<file path="src/rtl/riscv_pkg.sv">
// Shared constants for the 5-stage RISC-V pipeline.
package riscv_pkg;

  localparam int unsigned XLEN       = 32;
  localparam int unsigned REG_ADDR_W = 5;

  localparam logic [REG_ADDR_W-1:0] REG_ZERO = 5'd0;

  // Encoding of the MemtoReg control bit
  typedef enum logic {
    WB_SEL_ALU = 1'b0,
    WB_SEL_MEM = 1'b1
  } wb_sel_e;

endpackage

</file>
<file path="src/rtl/regfile_2r1w.sv">
// Architectural register array: 2 combinational reads, 1 synchronous write,
// asynchronous clear, x0 hardwired to zero.
module regfile_2r1w
  import riscv_pkg::*;
#(
  parameter int unsigned DATA_W = XLEN,
  parameter int unsigned ADDR_W = REG_ADDR_W
) (
  input  logic              clk,
  input  logic              rst,
  input  logic              we,
  input  logic [ADDR_W-1:0] waddr,
  input  logic [DATA_W-1:0] wdata,
  input  logic [ADDR_W-1:0] raddr1,
  input  logic [ADDR_W-1:0] raddr2,
  output logic [DATA_W-1:0] rdata1,
  output logic [DATA_W-1:0] rdata2
);

  localparam int unsigned NREGS = 2 ** ADDR_W;

  logic [DATA_W-1:0] mem [NREGS];

  // Storage: async clear, write only when enabled and not targeting x0
  always_ff @(posedge clk or posedge rst) begin
    if (rst) begin
      for (int unsigned i = 0; i < NREGS; i++) begin
        mem[i] <= '0;
      end
    end else if (we && (waddr != '0)) begin
      mem[waddr] <= wdata;
    end
  end

  // Read ports: index 0 always returns zero
  always_comb begin
    rdata1 = '0;
    rdata2 = '0;
    if (raddr1 != '0) rdata1 = mem[raddr1];
    if (raddr2 != '0) rdata2 = mem[raddr2];
  end

endmodule

</file>
<file path="src/rtl/write_back_regfile.sv">
// Write-back stage: result select, register file commit, ID read ports with
// optional same-cycle bypass, and committed-write counter.
module write_back_regfile
  import riscv_pkg::*;
#(
  parameter int unsigned DATA_W    = XLEN,
  parameter int unsigned ADDR_W    = REG_ADDR_W,
  parameter bit          BYPASS_EN = 1'b1,
  parameter int unsigned CNT_W     = 32
) (
  input  logic              sys_clk_i,
  input  logic              rst_i,
  input  logic [DATA_W-1:0] DM_rd_data_i,
  input  logic [DATA_W-1:0] alu_result_i,
  input  logic              RegWrite_i,
  input  logic              MemtoReg_i,
  input  logic [ADDR_W-1:0] rd_i,
  input  logic [ADDR_W-1:0] rs1_i,
  input  logic [ADDR_W-1:0] rs2_i,
  output logic [DATA_W-1:0] rs1_data_o,
  output logic [DATA_W-1:0] rs2_data_o,
  output logic [DATA_W-1:0] wb_data_o,
  output logic              wb_we_o,
  output logic [CNT_W-1:0]  wb_cnt_o
);

  localparam logic [CNT_W-1:0] CNT_ONE = CNT_W'(1);

  logic [DATA_W-1:0] rf_rdata1;
  logic [DATA_W-1:0] rf_rdata2;
  logic [CNT_W-1:0]  cnt;

  // Write-back select and effective strobe (x0 writes are not commits)
  always_comb begin
    wb_data_o = (wb_sel_e'(MemtoReg_i) == WB_SEL_MEM) ? DM_rd_data_i : alu_result_i;
    wb_we_o   = RegWrite_i && (rd_i != '0);
  end

  regfile_2r1w #(
    .DATA_W (DATA_W),
    .ADDR_W (ADDR_W)
  ) u_regfile (
    .clk    (sys_clk_i),
    .rst    (rst_i),
    .we     (wb_we_o),
    .waddr  (rd_i),
    .wdata  (wb_data_o),
    .raddr1 (rs1_i),
    .raddr2 (rs2_i),
    .rdata1 (rf_rdata1),
    .rdata2 (rf_rdata2)
  );

  // Operand read with write-first bypass; suppressed during reset so every
  // index reads zero while rst_i is high
  always_comb begin
    rs1_data_o = rf_rdata1;
    rs2_data_o = rf_rdata2;
    if (BYPASS_EN && wb_we_o && !rst_i) begin
      if (rs1_i == rd_i) rs1_data_o = wb_data_o;
      if (rs2_i == rd_i) rs2_data_o = wb_data_o;
    end
  end

  // Committed-write counter, wraps modulo 2**CNT_W
  always_ff @(posedge sys_clk_i or posedge rst_i) begin
    if (rst_i) begin
      cnt <= '0;
    end else if (wb_we_o) begin
      cnt <= cnt + CNT_ONE;
    end
  end

  assign wb_cnt_o = cnt;

endmodule

</file>
<file path="config.mk">
export PLATFORM = sky130hd
export DESIGN_NAME = write_back_regfile
export DESIGN_NICKNAME = d
export VERILOG_FILES = /design/src/rtl/riscv_pkg.sv /design/src/rtl/regfile_2r1w.sv /design/src/rtl/write_back_regfile.sv
export SDC_FILE = /design/constraint.sdc
export NUM_CORES = 2
export LEC_CHECK = 0
export BUFFER_PORTS_ARGS = -buffer_cell sky130_fd_sc_hd__buf_2
export CORE_MARGIN = 1.5
export CORE_UTILIZATION = 35
export DETAILED_ROUTE_END_ITERATION = 12
export PLACE_DENSITY = 0.56
export SLEW_MARGIN = 15
export SYNTH_ARGS = -nofsm -noshare
export SYNTH_HDL_FRONTEND = slang
export SYNTH_HIERARCHICAL = 1
export SYNTH_SLANG_ARGS = --single-unit
</file>
<file path="constraint.sdc">
create_clock -name sys_clk_i -period 101.8 [get_ports sys_clk_i]
set_input_delay 20.36 -clock sys_clk_i [delete_from_list [all_inputs] [get_ports sys_clk_i]]
set_output_delay 20.36 -clock sys_clk_i [all_outputs]
set_load 0.02 [all_outputs]
</file>
* Word level (Yosys, flattened, before mapping)
Index checks and enable logic that the tools add are counted.
Cells by class: add/sub/neg operators 1, $lt $le $gt $ge 4, equality and inequality tests 2, multiplexer cells 16, bitwise logic cells 3, reduce and logical (&&, ||, !) cells 8
Operator list (number):
- bitwise mux 1024 bit | 1
- 2-to-1 mux 32 bit | 12
- binary-select mux 32 bit (select 5 bit) | 2
- demux 32 bit (select 5 bit) | 1
- adder 32 x 1 -> 32 bit, second input constant | 1
- >= comparator 6 bit, second input constant | 3
- NOT 5 -> 6 bit | 3
- nonzero test 5 bit | 3
- == test 5 bit | 2
- less-than comparator 6 x 1 -> 1 bit, second input constant | 1
- logical AND 1 bit | 4
- logical NOT 1 bit | 1
Word-level totals: register bits after elaboration 1056, bits of input ports 83, output and inout port bits 129, logic and storage cells 67

* Depth between registers and ports, before layout
word-level depth 7, gate-level depth with buffers 8, mapped depth without buffers 7

* Hierarchy
The synthesis kept the hierarchy.
Modules (own cells, without submodules):
- regfile_2r1w | instances 1, cells an instance 3614, area an instance 54773.8 um^2, sequential area each 25624.6 um^2
- write_back_regfile | instances 1, cells an instance 247, area an instance 2803.9 um^2, sequential area each 800.8 um^2

* Worst setup path after synthesis
No wires, ideal clock.
path type input-to-output, start in rs2_i[0], end out rs2_data_o[28], data arrival time 22033 ps, required time 81440 ps, setup slack 59407 ps, stages 7, path buffers 2, cell sequence buf_2 > buf_4 > mux4_2 > nor2b_1 > a211oi_1 > a311oi_1 > mux2_1
On the way: cells in the longest elaborated chain, start to end 7, elaborated cells between the ends (all ways) 9, classes of those cells 1 x eq/ne; 6 x mux; 1 x bitwise; 1 x reduce/logical
Ends and longest elaborated chain:
- start, declared | line write_back_regfile.sv:19 | input logic [ADDR_W-1:0] rs2_i,
- NOT 5 -> 6 bit (not written as such) | line regfile_2r1w.sv:40 | if (raddr2 != '0) rdata2 = mem[raddr2];
- binary-select mux 32 bit (select 5 bit) | line regfile_2r1w.sv:40
- 2-to-1 mux 32 bit (not written as such) (2 in series) | line regfile_2r1w.sv:40
- 2-to-1 mux 32 bit * | line regfile_2r1w.sv:40
- via rf_rdata2[28] | line write_back_regfile.sv:30 | logic [DATA_W-1:0] rf_rdata2;
- 2-to-1 mux 32 bit | line write_back_regfile.sv:61 | if (rs2_i == rd_i) rs2_data_o = wb_data_o;
- 2-to-1 mux 32 bit * | line write_back_regfile.sv:59 | if (BYPASS_EN && wb_we_o && !rst_i) begin
- end, declared | line write_back_regfile.sv:21 | output logic [DATA_W-1:0] rs2_data_o,
Mark *: on every way through the listed nets, which the timed path passes. The rest lies on a longest branch. The select of a mux whose other input is x is not followed.

* Final worst setup path
start in rs1_i[2], end out rs1_data_o[17]
On the way: cells in the longest elaborated chain, start to end 7, elaborated cells between the ends (all ways) 9, classes of those cells 1 x eq/ne; 6 x mux; 1 x bitwise; 1 x reduce/logical
Ends and longest elaborated chain:
- start, declared | line write_back_regfile.sv:18 | input logic [ADDR_W-1:0] rs1_i,
- NOT 5 -> 6 bit (not written as such) | line regfile_2r1w.sv:39 | if (raddr1 != '0) rdata1 = mem[raddr1];
- binary-select mux 32 bit (select 5 bit) | line regfile_2r1w.sv:39
- 2-to-1 mux 32 bit (not written as such) (2 in series) | line regfile_2r1w.sv:39
- 2-to-1 mux 32 bit * | line regfile_2r1w.sv:39
- via rf_rdata1[17] | line write_back_regfile.sv:29 | logic [DATA_W-1:0] rf_rdata1;
- 2-to-1 mux 32 bit | line write_back_regfile.sv:60 | if (rs1_i == rd_i) rs1_data_o = wb_data_o;
- 2-to-1 mux 32 bit * | line write_back_regfile.sv:59
- end, declared | line write_back_regfile.sv:20 | output logic [DATA_W-1:0] rs1_data_o,
Marked as above.

==> Flow_metrics.wiki <==
{| class="wikitable"
! Metric !! Value
|-
| Input/output buffers || 211
|-
| Dominant synthesized flop cell || sky130_fd_sc_hd__dfrtp_1
|-
| Most frequent cell on the critical path || sky130_fd_sc_hd__buf_12
|-
| Routed Antenna Nets || 0
|-
| Number of nets at the end of the flow || 3,917
|-
| Clock root buffer || sky130_fd_sc_hd__clkbuf_16
|-
| Max FO, Critical Path || 108
|-
| Final max-slew violation count || 0
|-
| Number of placement rows || 148
|-
| Headroom to the max-slew limit || 17.8%
|-
| Detailed-route via count || 37,108
|-
| Worst ir drop on vdd || 0.0149 mV
|-
| Part of the power in the clock network || 33.4%
|-
| Switch share || 28.7%
|-
| Initial DRT Pass Iterations || 7
|-
| Resized cells post-CTS || 0
|-
| Std-Cell Core Area || 163,000 µm²
|-
| Worst setup SP type || primary input
|-
| CP endpoint kind || output pin
|-
| Combinational family with the most area after synthesis || multiplexers
|-
| Number of global-route vias before repair || 37,362
|-
| Met3 usage || 5.01%
|-
| Synth Area in XOR/XNOR || 0.624%
|-
| Fraction of layout cells with a size suffix above 1 || 53.2%
|-
| Number of hold buffers added after CTS || 0
|-
| Top Ports || 212
|-
| Largest net degree at the start of global routing || 171
|-
| Vertical extent of the die || 409 µm
|-
| Postcts setup bufs || 0
|-
| Maximum clock skew at final layout || 0.00563 ns
|-
| H-tree level count || 3
|-
| Starting utilization of the core area || 35.3%
|-
| Worst hold-check path type || reg -> reg
|-
| Final Critical Period || 44.95 ns
|-
| Clock tree buffer depth || 3
|-
| Yosys cell types || 54
|-
| Synthesized area divided by synthesized cell count || 14.9 µm²
|-
| Final GP Congestion || 0.799
|-
| Total buffers and inverters traversed by the critical path || 4
|-
| Kind of critical path || in -> out
|-
| Antenna violations before repair || 14
|-
| Power density of the placed cells || 19.8 nW/µm²
|-
| Clock insertion delay at the later pin of the skew report || 0.73 ns
|-
| Post-route worst setup slack || 56.85 ns
|-
| Cell accounting for the most synthesized area || sky130_fd_sc_hd__dfrtp_1
|-
| Adder-cell area share of the yosys netlist || 0.0217%
|-
| Slew at the pin with the worst max-slew slack || 1.22 ns
|-
| CTS tree || built
|-
| Total length of routed wires || 197 mm
|-
| Netlist Area Pre-Place || 57,600 µm²
|-
| Final core occ || 39.0%
|-
| Number of warnings reported in the yosys synthesis log || 6
|-
| Fraction of registers with async set or reset after synthesis || 100%
|-
| Synth top area cells || sky130_fd_sc_hd__dfrtp_1 (46%), sky130_fd_sc_hd__mux2_2 (22%), sky130_fd_sc_hd__mux4_2 (18%)
|-
| Number of nets produced by synthesis || 3,945
|-
| Worst slack after detailed placement || 56.98 ns
|-
| Sinks on Clock Net || 1,056
|-
| Horizontal die dimension || 409 µm
|-
| Wire length of the first global-routing pass || 285 mm
|-
| TritonCTS buffer count || 112
|-
| Sum of internal, switching and leakage power || 1.26 mW
|-
| Initial detailed-routing violation count || 3,499
|-
| Detailed-route vias per instance || 6.08
|-
| Final count of hold timing violations || 0
|-
| Critical Path, Cell by Cell || buf_8 > buf_12 > buf_12 > or4_4 > o21ai_1 > a311oi_1 > mux2_2 > buf_2
|-
| Sum of negative setup slack || 0 ns
|-
| Sequential fraction of design power || 44.9%
|-
| Synthesized-area fraction occupied by and/or/nand/nor cells || 2.27%
|-
| Standard cell with the maximum stage delay on the critical path || sky130_fd_sc_hd__or4_4
|-
| Area overhead of the layout relative to synthesis || 10.5%
|-
| Mux share of post-synthesis cell area || 42.3%
|-
| Most Crowded Layer GR || met2
|-
| Switching power || 0.361 mW
|-
| Internal Pwr Total || 0.898 mW
|-
| Combinational share of power || 21.7%
|-
| Sequential cell area fraction in the yosys report || 45.9%
|-
| Clock transition at the register clock pins on the worst setup and hold paths after CTS || 0.06 ns
|-
| MaxCap Viol Count || 0
|-
| Die footprint || 167,000 µm²
|-
| Post-detail-place hpwl || 109 mm
|-
| Area fraction of the dominant cell type after synthesis || 45.9%
|-
| Final period util || 44.2%
|-
| Overflow left after global routing || 0
|-
| Critical path arrival || 24.59 ns
|-
| Complex-gate fraction of the synthesized area || 4.64%
|-
| Met1 capacity usage during global routing || 34.5%
|-
| Synthesized instance count || 3,861
|-
| Overall routing resource usage || 23.5%
|-
| Setup repair after global routing missed its margin || no
|-
| Smallest hold slack || 0.393 ns
|-
| Total leakage power || 27.2 nW
|-
| Finish-stage setup viols || 0
|-
| Critical Path RT || 81.44 ns
|-
| Achievable frequency || 0.0222 GHz
|-
| Post-detailed-route wirelength per cell || 32.3 µm
|-
| Kind of cell adding the most delay to the critical path || buffers and inverters
|-
| Fraction of met2 tracks used by global routing || 35.3%
|-
| Outcome || complete, no violations
|-
| Max incr delay on CP || 0.80 ns
|-
| Flip-flop and latch count after synthesis || 1,056
|-
| DRC viols || 0
|-
| Count of flip-flops with a built-in enable after synthesis || 0
|}
cell families (layout without fill, tap and decap cells):
kind of cell | after synthesis | in the layout
XOR/XNOR | 41 | 41
multiplexers | 1728 | 1728
AND/OR/NAND/NOR | 227 | 227
AO/OA/AOI/OAI | 368 | 368
other | 0 | 6
adder cells (fa/ha/maj) | 1 | 1
buffers and inverters | 440 | 502
flip-flops | 1056 | 1056
registers in the layout (all words and copies together) (netlist names):
| signal | count |
|---|---|
| u_regfile/mem | 1024 |
| wb_cnt_o | 32 |
metrics by stage:
step / instances / cell area [µm²]
6_report: 6104 / 63600
5_1_grt: 6098 / 63600
4_1_cts: 6098 / 63600
2_1_floorplan: 3861 / 57600
3_5_place_dp: 5894 / 59900
3_3_place_gp: 5894 / 59900
power by group through the flow:
stage	Combinational, mW	Sequential (mW)	Clock [mW]
floorplan	0.213	0.553	0
global placement	0.269	0.566	0
detailed placement	0.273	0.571	0
CTS	0.274	0.563	0.427
global route	0.291	0.577	0.445
finish	0.274	0.565	0.420
per-layer routing:
layer | wire (µm) | share of wire (%)
met1 | 88200 | 45
met2 | 87900 | 45
met3 | 16500 | 8.3
met4 | 4830 | 2.4
met5 | 35 | 0.018
final timing paths:
kind                                                  from                               to  slack (ns)  depth (start not counted)
hold reg to reg            u_regfile/mem[1018]$_DFFE_PP0P_  u_regfile/mem[1018]$_DFFE_PP0P_        0.39                          0
min in group asynchronous                            rst_i   u_regfile/mem[989]$_DFFE_PP0P_       19.77                          2
hold / removal             u_regfile/mem[1018]$_DFFE_PP0P_  u_regfile/mem[1018]$_DFFE_PP0P_        0.39                          0
setup reg to reg                  wb_cnt_o[14]$_DFFE_PP0P_         wb_cnt_o[25]$_DFFE_PP0P_       99.84                          5
setup / recovery                                  rs1_i[2]                   rs1_data_o[17]       56.85                          8
max in group asynchronous                            rst_i   u_regfile/mem[266]$_DFFE_PP0P_       78.15                          6
synth_stat cells, drive strengths merged, types with 3 or more instances:
cell type / instances
mux2: 1152
dfrtp: 1056
mux4: 448
buf: 256
clkbuf: 179
mux2i: 128
o21ai: 111
nand2: 67
nor2b: 67
a211oi: 64
a22oi: 64
a311oi: 64
a221oi: 46
nor2: 29
xnor2: 27
o2111ai: 18
xor2: 14
nand4: 12
nand3: 11
and3: 6
and4: 5
inv: 5
nor3: 5
nand3b: 4
nor3b: 4
and2: 3
or2: 3
or4: 3
placed cells by master, fill, tap and decap left out, drive strengths merged, types with 11 or more instances in the layout:
| cell type | n |
|---|---|
| buf | 293 |
| xor2 | 14 |
| o2111ai | 18 |
| nand3 | 11 |
| dfrtp | 1056 |
| mux2 | 1152 |
| mux2i | 128 |
| a211oi | 64 |
| nor2b | 67 |
| nor2 | 29 |
| o21ai | 111 |
| a221oi | 46 |
| nand2 | 67 |
| a311oi | 64 |
| nand4 | 12 |
| a22oi | 64 |
| clkinv | 24 |
| xnor2 | 27 |
| mux4 | 448 |
| clkbuf | 167 |
area by class of cell:
type | count | area [µm²]
Antenna cell | 6 | 15.0
Clock buffer | 167 | 3300
Clock inverter | 37 | 409
Fill cell | 15288 | 99300
Inverter | 5 | 31.3
Multi-Input combinational cell | 2365 | 28900
Sequential cell | 1056 | 26400
Tap cell | 2175 | 2720
Timing Repair Buffer | 293 | 1790
(Power assumes the default switching activity.)
